File: src/rtl/sim_gen_pkg.sv
// Shared defaults for the multi-channel accumulator-driven data generator.
package sim_gen_pkg;
  localparam int DEF_WIDTH = 32;
  localparam int DEF_NCH   = 3;
  localparam int DEF_DEPTH = 4;
  localparam int DEF_STEP  = 13;
  localparam int DEF_INIT  = 1;
  localparam logic [2:0] DEF_POL    = 3'b110;
  localparam logic [2:0] DEF_USE_IN = 3'b010;

  localparam int STALL_CNT_W = 16;
  localparam logic [STALL_CNT_W-1:0] STALL_CNT_MAX = '1;
endpackage

File: src/rtl/sim_fifo.sv
// Small synchronous FIFO; head reads as zero while empty so reset never exposes stale storage.
module sim_fifo #(
  parameter int WIDTH = 32,
  parameter int DEPTH = 4
) (
  input  logic             clk,
  input  logic             reset,
  input  logic             push,
  input  logic [WIDTH-1:0] wdata,
  input  logic             pop,
  output logic             full,
  output logic             empty,
  output logic [WIDTH-1:0] head
);
  localparam int AW = (DEPTH > 1) ? $clog2(DEPTH) : 1;

  logic [WIDTH-1:0] r_mem [DEPTH];
  logic [AW-1:0]    r_wr_ptr;
  logic [AW-1:0]    r_rd_ptr;
  logic [AW:0]      r_count;
  logic             w_push;
  logic             w_pop;

  assign full   = (r_count == (AW+1)'(DEPTH));
  assign empty  = (r_count == '0);
  assign w_push = push && !full;
  assign w_pop  = pop && !empty;
  assign head   = empty ? '0 : r_mem[r_rd_ptr];

  always_ff @(posedge clk or negedge reset) begin
    if (!reset) begin
      r_wr_ptr <= '0;
      r_rd_ptr <= '0;
      r_count  <= '0;
    end else begin
      if (w_push) r_wr_ptr <= r_wr_ptr + 1'b1;
      if (w_pop)  r_rd_ptr <= r_rd_ptr + 1'b1;
      case ({w_push, w_pop})
        2'b10:   r_count <= r_count + 1'b1;
        2'b01:   r_count <= r_count - 1'b1;
        default: r_count <= r_count;
      endcase
    end
  end

  // Storage carries data only; validity lives entirely in the pointers/count.
  always_ff @(posedge clk) begin
    if (w_push) r_mem[r_wr_ptr] <= wdata;
  end
endmodule

File: src/rtl/sim_chan_gen.sv
// Accumulator-driven generator fanning out to NCH FIFO-buffered channels with global stall.
module sim_chan_gen
  import sim_gen_pkg::*;
#(
  parameter int               WIDTH  = DEF_WIDTH,
  parameter int               NCH    = DEF_NCH,
  parameter int               DEPTH  = DEF_DEPTH,
  parameter logic [WIDTH-1:0] STEP   = WIDTH'(DEF_STEP),
  parameter logic [WIDTH-1:0] INIT   = WIDTH'(DEF_INIT),
  parameter logic [NCH-1:0]   POL    = NCH'(DEF_POL),
  parameter logic [NCH-1:0]   USE_IN = NCH'(DEF_USE_IN)
) (
  input  logic                   clk,
  input  logic                   reset,
  input  logic                   en,
  input  logic                   in_valid,
  output logic                   in_ready,
  input  logic [WIDTH-1:0]       in_a,
  output logic [NCH-1:0]         out_valid,
  input  logic [NCH-1:0]         out_ready,
  output logic [NCH*WIDTH-1:0]   out_data,
  output logic [STALL_CNT_W-1:0] stall_cnt
);
  logic [WIDTH-1:0]       r_acc;
  logic [STALL_CNT_W-1:0] r_stall_cnt;
  logic [NCH-1:0]         w_fire;
  logic [NCH-1:0]         w_full;
  logic [NCH-1:0]         w_empty;
  logic [NCH-1:0]         w_push;
  logic                   w_stall;
  logic                   w_step;

  function automatic logic [STALL_CNT_W-1:0] sat_inc(input logic [STALL_CNT_W-1:0] v);
    return (v == STALL_CNT_MAX) ? v : v + 1'b1;
  endfunction

  always_comb begin
    w_fire = '0;
    for (int c = 0; c < NCH; c++)
      w_fire[c] = (r_acc[c] == POL[c]) && (!USE_IN[c] || in_valid);
  end

  // Full is the registered occupancy, so a pop in the same cycle cannot release a stall.
  assign w_stall   = en && |(w_fire & w_full);
  assign w_step    = en && !w_stall && reset;
  assign w_push    = w_fire & {NCH{w_step}};
  assign in_ready  = w_step;
  assign out_valid = ~w_empty;
  assign stall_cnt = r_stall_cnt;

  always_ff @(posedge clk or negedge reset) begin
    if (!reset) begin
      r_acc       <= INIT;
      r_stall_cnt <= '0;
    end else begin
      if (w_step)  r_acc       <= r_acc + STEP;
      if (w_stall) r_stall_cnt <= sat_inc(r_stall_cnt);
    end
  end

  for (genvar g = 0; g < NCH; g++) begin : g_chan
    logic [WIDTH-1:0] w_wdata;
    assign w_wdata = r_acc + (USE_IN[g] ? in_a : '0) + WIDTH'(g);

    sim_fifo #(
      .WIDTH (WIDTH),
      .DEPTH (DEPTH)
    ) u_fifo (
      .clk   (clk),
      .reset (reset),
      .push  (w_push[g]),
      .wdata (w_wdata),
      .pop   (out_ready[g]),
      .full  (w_full[g]),
      .empty (w_empty[g]),
      .head  (out_data[g*WIDTH +: WIDTH])
    );
  end
endmodule

File: config.mk
export PLATFORM = sky130hd
export DESIGN_NAME = sim_chan_gen
export DESIGN_NICKNAME = d
export VERILOG_FILES = /design/src/rtl/sim_gen_pkg.sv /design/src/rtl/sim_fifo.sv /design/src/rtl/sim_chan_gen.sv
export SDC_FILE = /design/constraint.sdc
export NUM_CORES = 1
export LEC_CHECK = 0
export CAP_MARGIN = 20
export CELL_PAD_IN_SITES_DETAIL_PLACEMENT = 1
export CELL_PAD_IN_SITES_GLOBAL_PLACEMENT = 2
export CORE_MARGIN = 1.5
export CORE_UTILIZATION = 39
export DETAILED_ROUTE_END_ITERATION = 7
export MAX_ROUTING_LAYER = met4
export PLACE_DENSITY_LB_ADDON = 0.25
export SLEW_MARGIN = 30
export SYNTH_ARGS = -nofsm -noshare
export SYNTH_HDL_FRONTEND = slang
export SYNTH_SLANG_ARGS = --single-unit
export TNS_END_PERCENT = 100
File: constraint.sdc
create_clock -name clk -period 3.07 [get_ports clk]
set_clock_uncertainty 0.2 [all_clocks]
set_input_delay 0.307 -clock clk [delete_from_list [all_inputs] [get_ports clk]]
set_output_delay 0.307 -clock clk [all_outputs]
set_load 0.02 [all_outputs]
==> flow_summary.toml, run 1 <==
[status]
status = "completed"

[power_and_ir_drop]
p_leak_uw = 0.00974
power_density_nw_per_um2 = 887
worst_ir_drop_vdd_v = 0.000377

[drt]
final_antenna_net_count = 0
vias = 11700
totalWireLength_um = 49900
drcViolationCount = 0
dr.pass1.iters = 5
drtIter0Drc = 821
wl_per_cell_um = 22.0
via_per_inst = 5.16

[logic_synthesis]
avgSynthCellArea_um2 = 15.9
async_reset_ff_frac = 0.152
synth_area_um2 = 20100
ys.flop_type = "edfxtp_1"
yosysSeqAreaShare = 0.661
synth_warnings = 0
synthCells = 1259
ys_ff_latch = 453
synth_edf_count = 384
ys_types = 57
syn_nets = 1352

[sta]
min_period_ps = 3000
tightestPinTransition_ps = 726
slew_headroom = 0.516
hold_viol = 0
slew_viol_final = 0
period_share = 0.979
fmax_mhz = 333
setup_violations = 0

[finish]
final_common_cell = "edfxtp_1"
antenna_cells = 0
drive_gt1_frac = 0.217
final_nets = 1650
synthToLayoutAreaGrowth_pct = 26.5
nFillCells = 4913
stdcell_count = 2268
multi_input_area_um2 = 6520
final_cell_mix = "384 x edfxtp_1, 123 x buf_4, 110 x and2_1"
final_util = 0.503
regArea_um2 = 13300

[worst_setup_path]
r2r_cells = 12
endpoint = "out_data[33]"
reg2reg_slack_ps = 130
cp-startpoint = "g_chan[1].u_fifo.r_rd_ptr[0]"
cp_max_fo = 5
path_class = "reg2out"
worstPathRequired_ps = 2560
worst_ep_arrival_time_ps = 2500
critPathCaptureType = "primary output"
start_kind = "flip-flop"
timing.rr.end = "g_chan[1].u_fifo.r_mem[0][22]"
worst_r2r_startpoint = "r_acc[0]"

[floorplan]
die_h_um = 230
io_pins = 155
dieArea_um2 = 52800
core_um2 = 50500
die_x_um = 230
rows = 82
initial_core_util = 0.397

[clock_network]
clock_latency_ps = 590
path_clk_slew_ps = 60
cts-root-buf = "clkbuf_16"
tritoncts = "built"
cts.path.max_buffers = 3
htree_levels = 2
clock-sinks = 453
cts_buffers = 49

[global_route]
grt_pass1_vias = 12500
grt_antenna_before_repair = 0
grt_first_pass_wirelength_um = 76600
track_usage = 0.198
grt_overflow = 0
grt_max_degree = 70

[place]
placed_cells = 2166
portBuffers = 154
routabilityCongestion = 0.845
dp_hpwl_um = 34300

[min_path]
hold_path.class = "in2async"

[run]
max_cap_violations = 0
==> cells in the mapped netlist (3+ instances only) <==
library cell	n	area (um^2)
fa_1	4	80.1
nand4_1	19	119
o21ai_1	5	25.0
o21ai_0	22	110
xor2_1	48	420
a21oi_1	32	160
nand3_1	22	110
a211oi_1	4	30.0
nand2b_1	5	31.3
o21bai_1	6	45.0
nor2b_1	3	18.8
nor2_1	50	188
mux4_2	96	2160
ha_1	50	626
buf_2	13	65.1
nor3_1	11	55.1
xnor2_1	74	648
dfrtp_1	68	1700
and3_1	10	62.6
o211ai_1	5	37.5
nand2_1	71	267
a31oi_1	6	37.5
edfxtp_1	384	11500
o21a_1	3	22.5
inv_1	38	143
a21o_1	13	97.6
clkbuf_1	39	146
or3_1	7	43.8
and2_1	110	688
nor4_1	4	25.0
and4_1	8	70.1
==> worst min path at each step <==
stage	depth (start not counted)	slack, ps	end
6_report	3	210	stall_cnt[14]
5_1_grt	3	280	stall_cnt[12]
4_1_cts	3	250	stall_cnt[14]
3_5_place_dp	1	280	g_chan[0].u_fifo.r_count[2]
3_3_place_gp	1	270	g_chan[0].u_fifo.r_count[2]
2_1_floorplan	0	-190	g_chan[0].u_fifo.r_count[0]
==> flip-flops by register name, summed over array words and instances (netlist names) <==
register                count
r_acc                      32
g_chan.u_fifo.r_wr_ptr      6
stall_cnt                  16
g_chan.u_fifo.r_rd_ptr      6
g_chan.u_fifo.r_count       9
g_chan.u_fifo.r_mem       384
==> metal layers <==
layer  track usage  share of wire
met1         0.265           0.45
met2         0.321           0.49
met3        0.0314          0.039
met4        0.0411          0.015
met5             -              0
==> report_power, final <==
part | switching (uW) | total [uW] | internal (uW)
logic | 4550 | 8590 | 4040
clock network | 2400 | 6030 | 3630
registers | 352 | 7890 | 7540
total | 7300 | 22500 | 15200
==> what timing repair did <==
item                                   CTS  global route
gates resized for setup                 64            36
setup buffers                           10             0
setup endpoints to repair              102            50
cloned                                   1             0
hold buffers                             1             0
endpoints found under the hold margin   68             0
pin swaps                                6             5
==> cells by family (layout without fill, tap and decap cells) <==
group	Yosys count	after routing	share of synthesized area
multiplexers	97	97	0.108
AO/OA/AOI/OAI	113	113	0.0357
AND/OR/NAND/NOR	327	327	0.0877
buffers and inverters	93	430	0.0188
flip-flops	453	453	0.661
adder cells (fa/ha/maj)	54	54	0.0352
XOR/XNOR	122	122	0.0533
==> layout make-up <==
cell class,instances,area share
Multi-Input combinational cell,713,0.257
Clock inverter,22,0.00976
Inverter,38,0.00572
Tap cell,672,0.0331
Sequential cell,453,0.523
Clock buffer,68,0.0556
Timing Repair Buffer,302,0.116
==> critical path, stage by stage (launching register included) <==
cell and delay, ps:
dfrtp_4 480, buf_12 150, buf_12 130, mux4_2 440
and2_1 180, clkdlybuf4s50_1 530
==> per-stage QoR <==
step | power [uW] | hold slack [ps] | TNS (ps) | area, um^2 | setup WS (ps)
floorplan | 12900 | -189 | 0 | 20100 | 82.6
global placement | 16700 | 269 | -6250 | 23500 | -281
detailed placement | 16900 | 282 | -13920 | 23500 | -465
CTS | 22900 | 245 | 0 | 25300 | 0.370
global route | 23600 | 277 | -1.50 | 25400 | -1.50
finish | 22500 | 210 | 0 | 25400 | 65.9
No activity file was read; power rests on OpenSTA's default activity.
==> run 2, diff against run 1 <==
SETUP_SLACK_MARGIN = 0.15   (was unset)
==> run 2 against run 1 <==
  * Final cell count grew 0.35%
  * Critical endpoint is now g_chan[1].u_fifo.r_mem[3][30]
  * Wire length up 1.2%
  * Critical path type is now reg2reg
  * Largest power group unchanged
  * Core utilization about the same
  * Combinational power hardly changed
==> flow_summary.toml, run 2 (synthesis results as in run 1) <==
[finish]
final_common_cell = "edfxtp_1"
drive_gt1_frac = 0.239
largest-register = "g_chan.u_fifo.r_mem"
final_area_um2 = 25400
final_nets = 1660
final_cell_mix = "384 x edfxtp_1, 131 x buf_4, 102 x and2_1"
largest_register_ffs = 384
synthToLayoutAreaGrowth_pct = 26.5
antenna_cells = 0

[min_path]
hold_path.class = "in2async"

[drt]
dr_wl_met2_um = 25000
via_per_inst = 5.12
drcViolationCount = 0
wl_per_cell_um = 22.2
highest_layer = "met4"
final_antenna_net_count = 0
drtIter0Drc = 612
vias = 11700
totalWireLength_um = 50600
wl_met3_um = 2170
m1WireLength_um = 22600
dr.pass1.iters = 5

[floorplan]
initial_core_util = 0.397
rows = 82
die_h_um = 230
dieArea_um2 = 52800
io_pins = 155
core_um2 = 50500
die_x_um = 230

[power_and_ir_drop]
p_leak_uw = 0.00952
p_clk_frac = 0.251
p_switching_uw = 7390
power_density_nw_per_um2 = 867
seq_power_share = 0.359
worst_ir_drop_vdd_v = 0.000477
p_sw_frac = 0.336
combinationalPowerShare = 0.390
p_int_uw = 14600

[clock_network]
cts_buffers = 48
cts-root-buf = "clkbuf_16"
cts.path.max_buffers = 3
htree_levels = 2
clock-sinks = 453
tritoncts = "built"
clock_latency_ps = 590
path_clk_slew_ps = 70

[worst_setup_path]
slowest_delay_ps = 410
cp_max_fo = 4
worst_ep_arrival_time_ps = 2980
critPathCaptureType = "flip-flop"
path_class = "reg2reg"
slowest_stage = "a221o_1"
cp_cell_sequence = "inv_4 > ha_4 > inv_2 > fa_2 > a21oi_2 > o211ai_1 > a21oi_2 > buf_4 > o21ai_2 > a221o_1 > a31oi_2 > xnor2_2"
start_kind = "flip-flop"
worstPathRequired_ps = 3180
path_common_cell = "a21oi_2"

[sta]
hold_viol = 0
setup_violations = 0
min_period_ps = 2870
slew_viol_final = 0
fmax_mhz = 349
slew_headroom = 0.508
rsz0062_at_grt = "true"
fin_setup_tns_ps = 0
period_share = 0.934
layout_setup_ws_ps = 203
tightestPinTransition_ps = 738

[run]
max_cap_violations = 0

[status]
status = "completed"

[global_route]
grt_pass1_vias = 12400
grt_antenna_before_repair = 1
grt_first_pass_wirelength_um = 76400
grt_overflow = 0
track_usage = 0.198
grt_max_degree = 70

[place]
portBuffers = 154
post_dp_cell_area_um2 = 23400
dp_hpwl_um = 34100
routabilityCongestion = 0.849
dp_slack_ps = -356
## run 2: changes by cell type in the layout (fill, tap and decap cells not counted), sizes merged
cell | previous run | this run
bufinv | 5 | 2
clkinv | 11 | 15
buf | 147 | 157
dlymetal6s2s | 26 | 0
clkdlybuf4s50 | 75 | 56
dlygate4sd2 | 52 | 91
clkbuf | 68 | 65
clkdlybuf4s15 | 0 | 6
bufbuf | 1 | 0
clkinvlp | 3 | 4
## run 2: path summary, 6_finish.rpt
kind	slack, ps	start	cells after the start	endpoint
worst min-delay path	220	reset	3	g_chan[0].u_fifo.r_count[1]
worst max-delay path	200	r_acc[0]	12	g_chan[1].u_fifo.r_mem[3][30]
worst max register to register	200	r_acc[0]	12	g_chan[1].u_fifo.r_mem[3][30]
max in group asynchronous	1900	reset	3	r_acc[9]
worst min register to register	290	stall_cnt[9]	1	stall_cnt[9]
min in group clk	270	out_ready[1]	3	g_chan[1].u_fifo.r_rd_ptr[0]
## run 2: worst max-delay path: cells and delay by family, from the launching register on
kind | cells | cell delay, ps
AO/OA/AOI/OAI | 6 | 1110
buffers and inverters | 3 | 270
adder cells (fa/ha/maj) | 2 | 500
XOR/XNOR | 1 | 120
flip-flops | 1 | 400
## run 2: power by group through the flow
stage | registers [uW] | clock network [uW] | logic [uW]
global route | 7950 | 5850 | 9290
detailed placement | 8020 | 0 | 8800
floorplan | 7920 | 0 | 5010
CTS | 7870 | 5650 | 8500
global placement | 7980 | 0 | 8690
finish | 7890 | 5530 | 8580
## run 2: metal layers
| metal | vias to the layer above | track usage |
|---|---|---|
| li1 | 5361 | - |
| met1 | 6023 | 0.259 |
| met2 | 221 | 0.322 |
| met3 | 56 | 0.0375 |
| met4 | 0 | 0.0404 |
| met5 | - | - |
## run 2: cell type report
cell class	instances	area (um^2)
Tap cell	672	841
Fill cell	4914	25100
Sequential cell	453	13300
Clock buffer	63	1290
Multi-Input combinational cell	713	6670
Timing Repair Buffer	313	2960
Clock inverter	24	194
Inverter	38	145
## run 2: per-stage QoR
step                      cells  power, uW  utilization  hold slack [ps]
after detailed placement   2160      16800        0.464              277
after CTS                  2258      22000        0.495              242
final                      2276      22000        0.503              218
after floorplan            1259      12900            -             -189
after global routing       2276      23100        0.503              272
after global placement     2160      16700        0.464              264
## run 2: repair_timing
item,4_1_cts,5_1_grt
endpoints found under the setup margin,153,125
hold buffers,1,0
pin swaps,5,15
gates resized for setup,117,42
buffers inserted,8,16
hold endpoints to repair,68,0
gates cloned,2,2
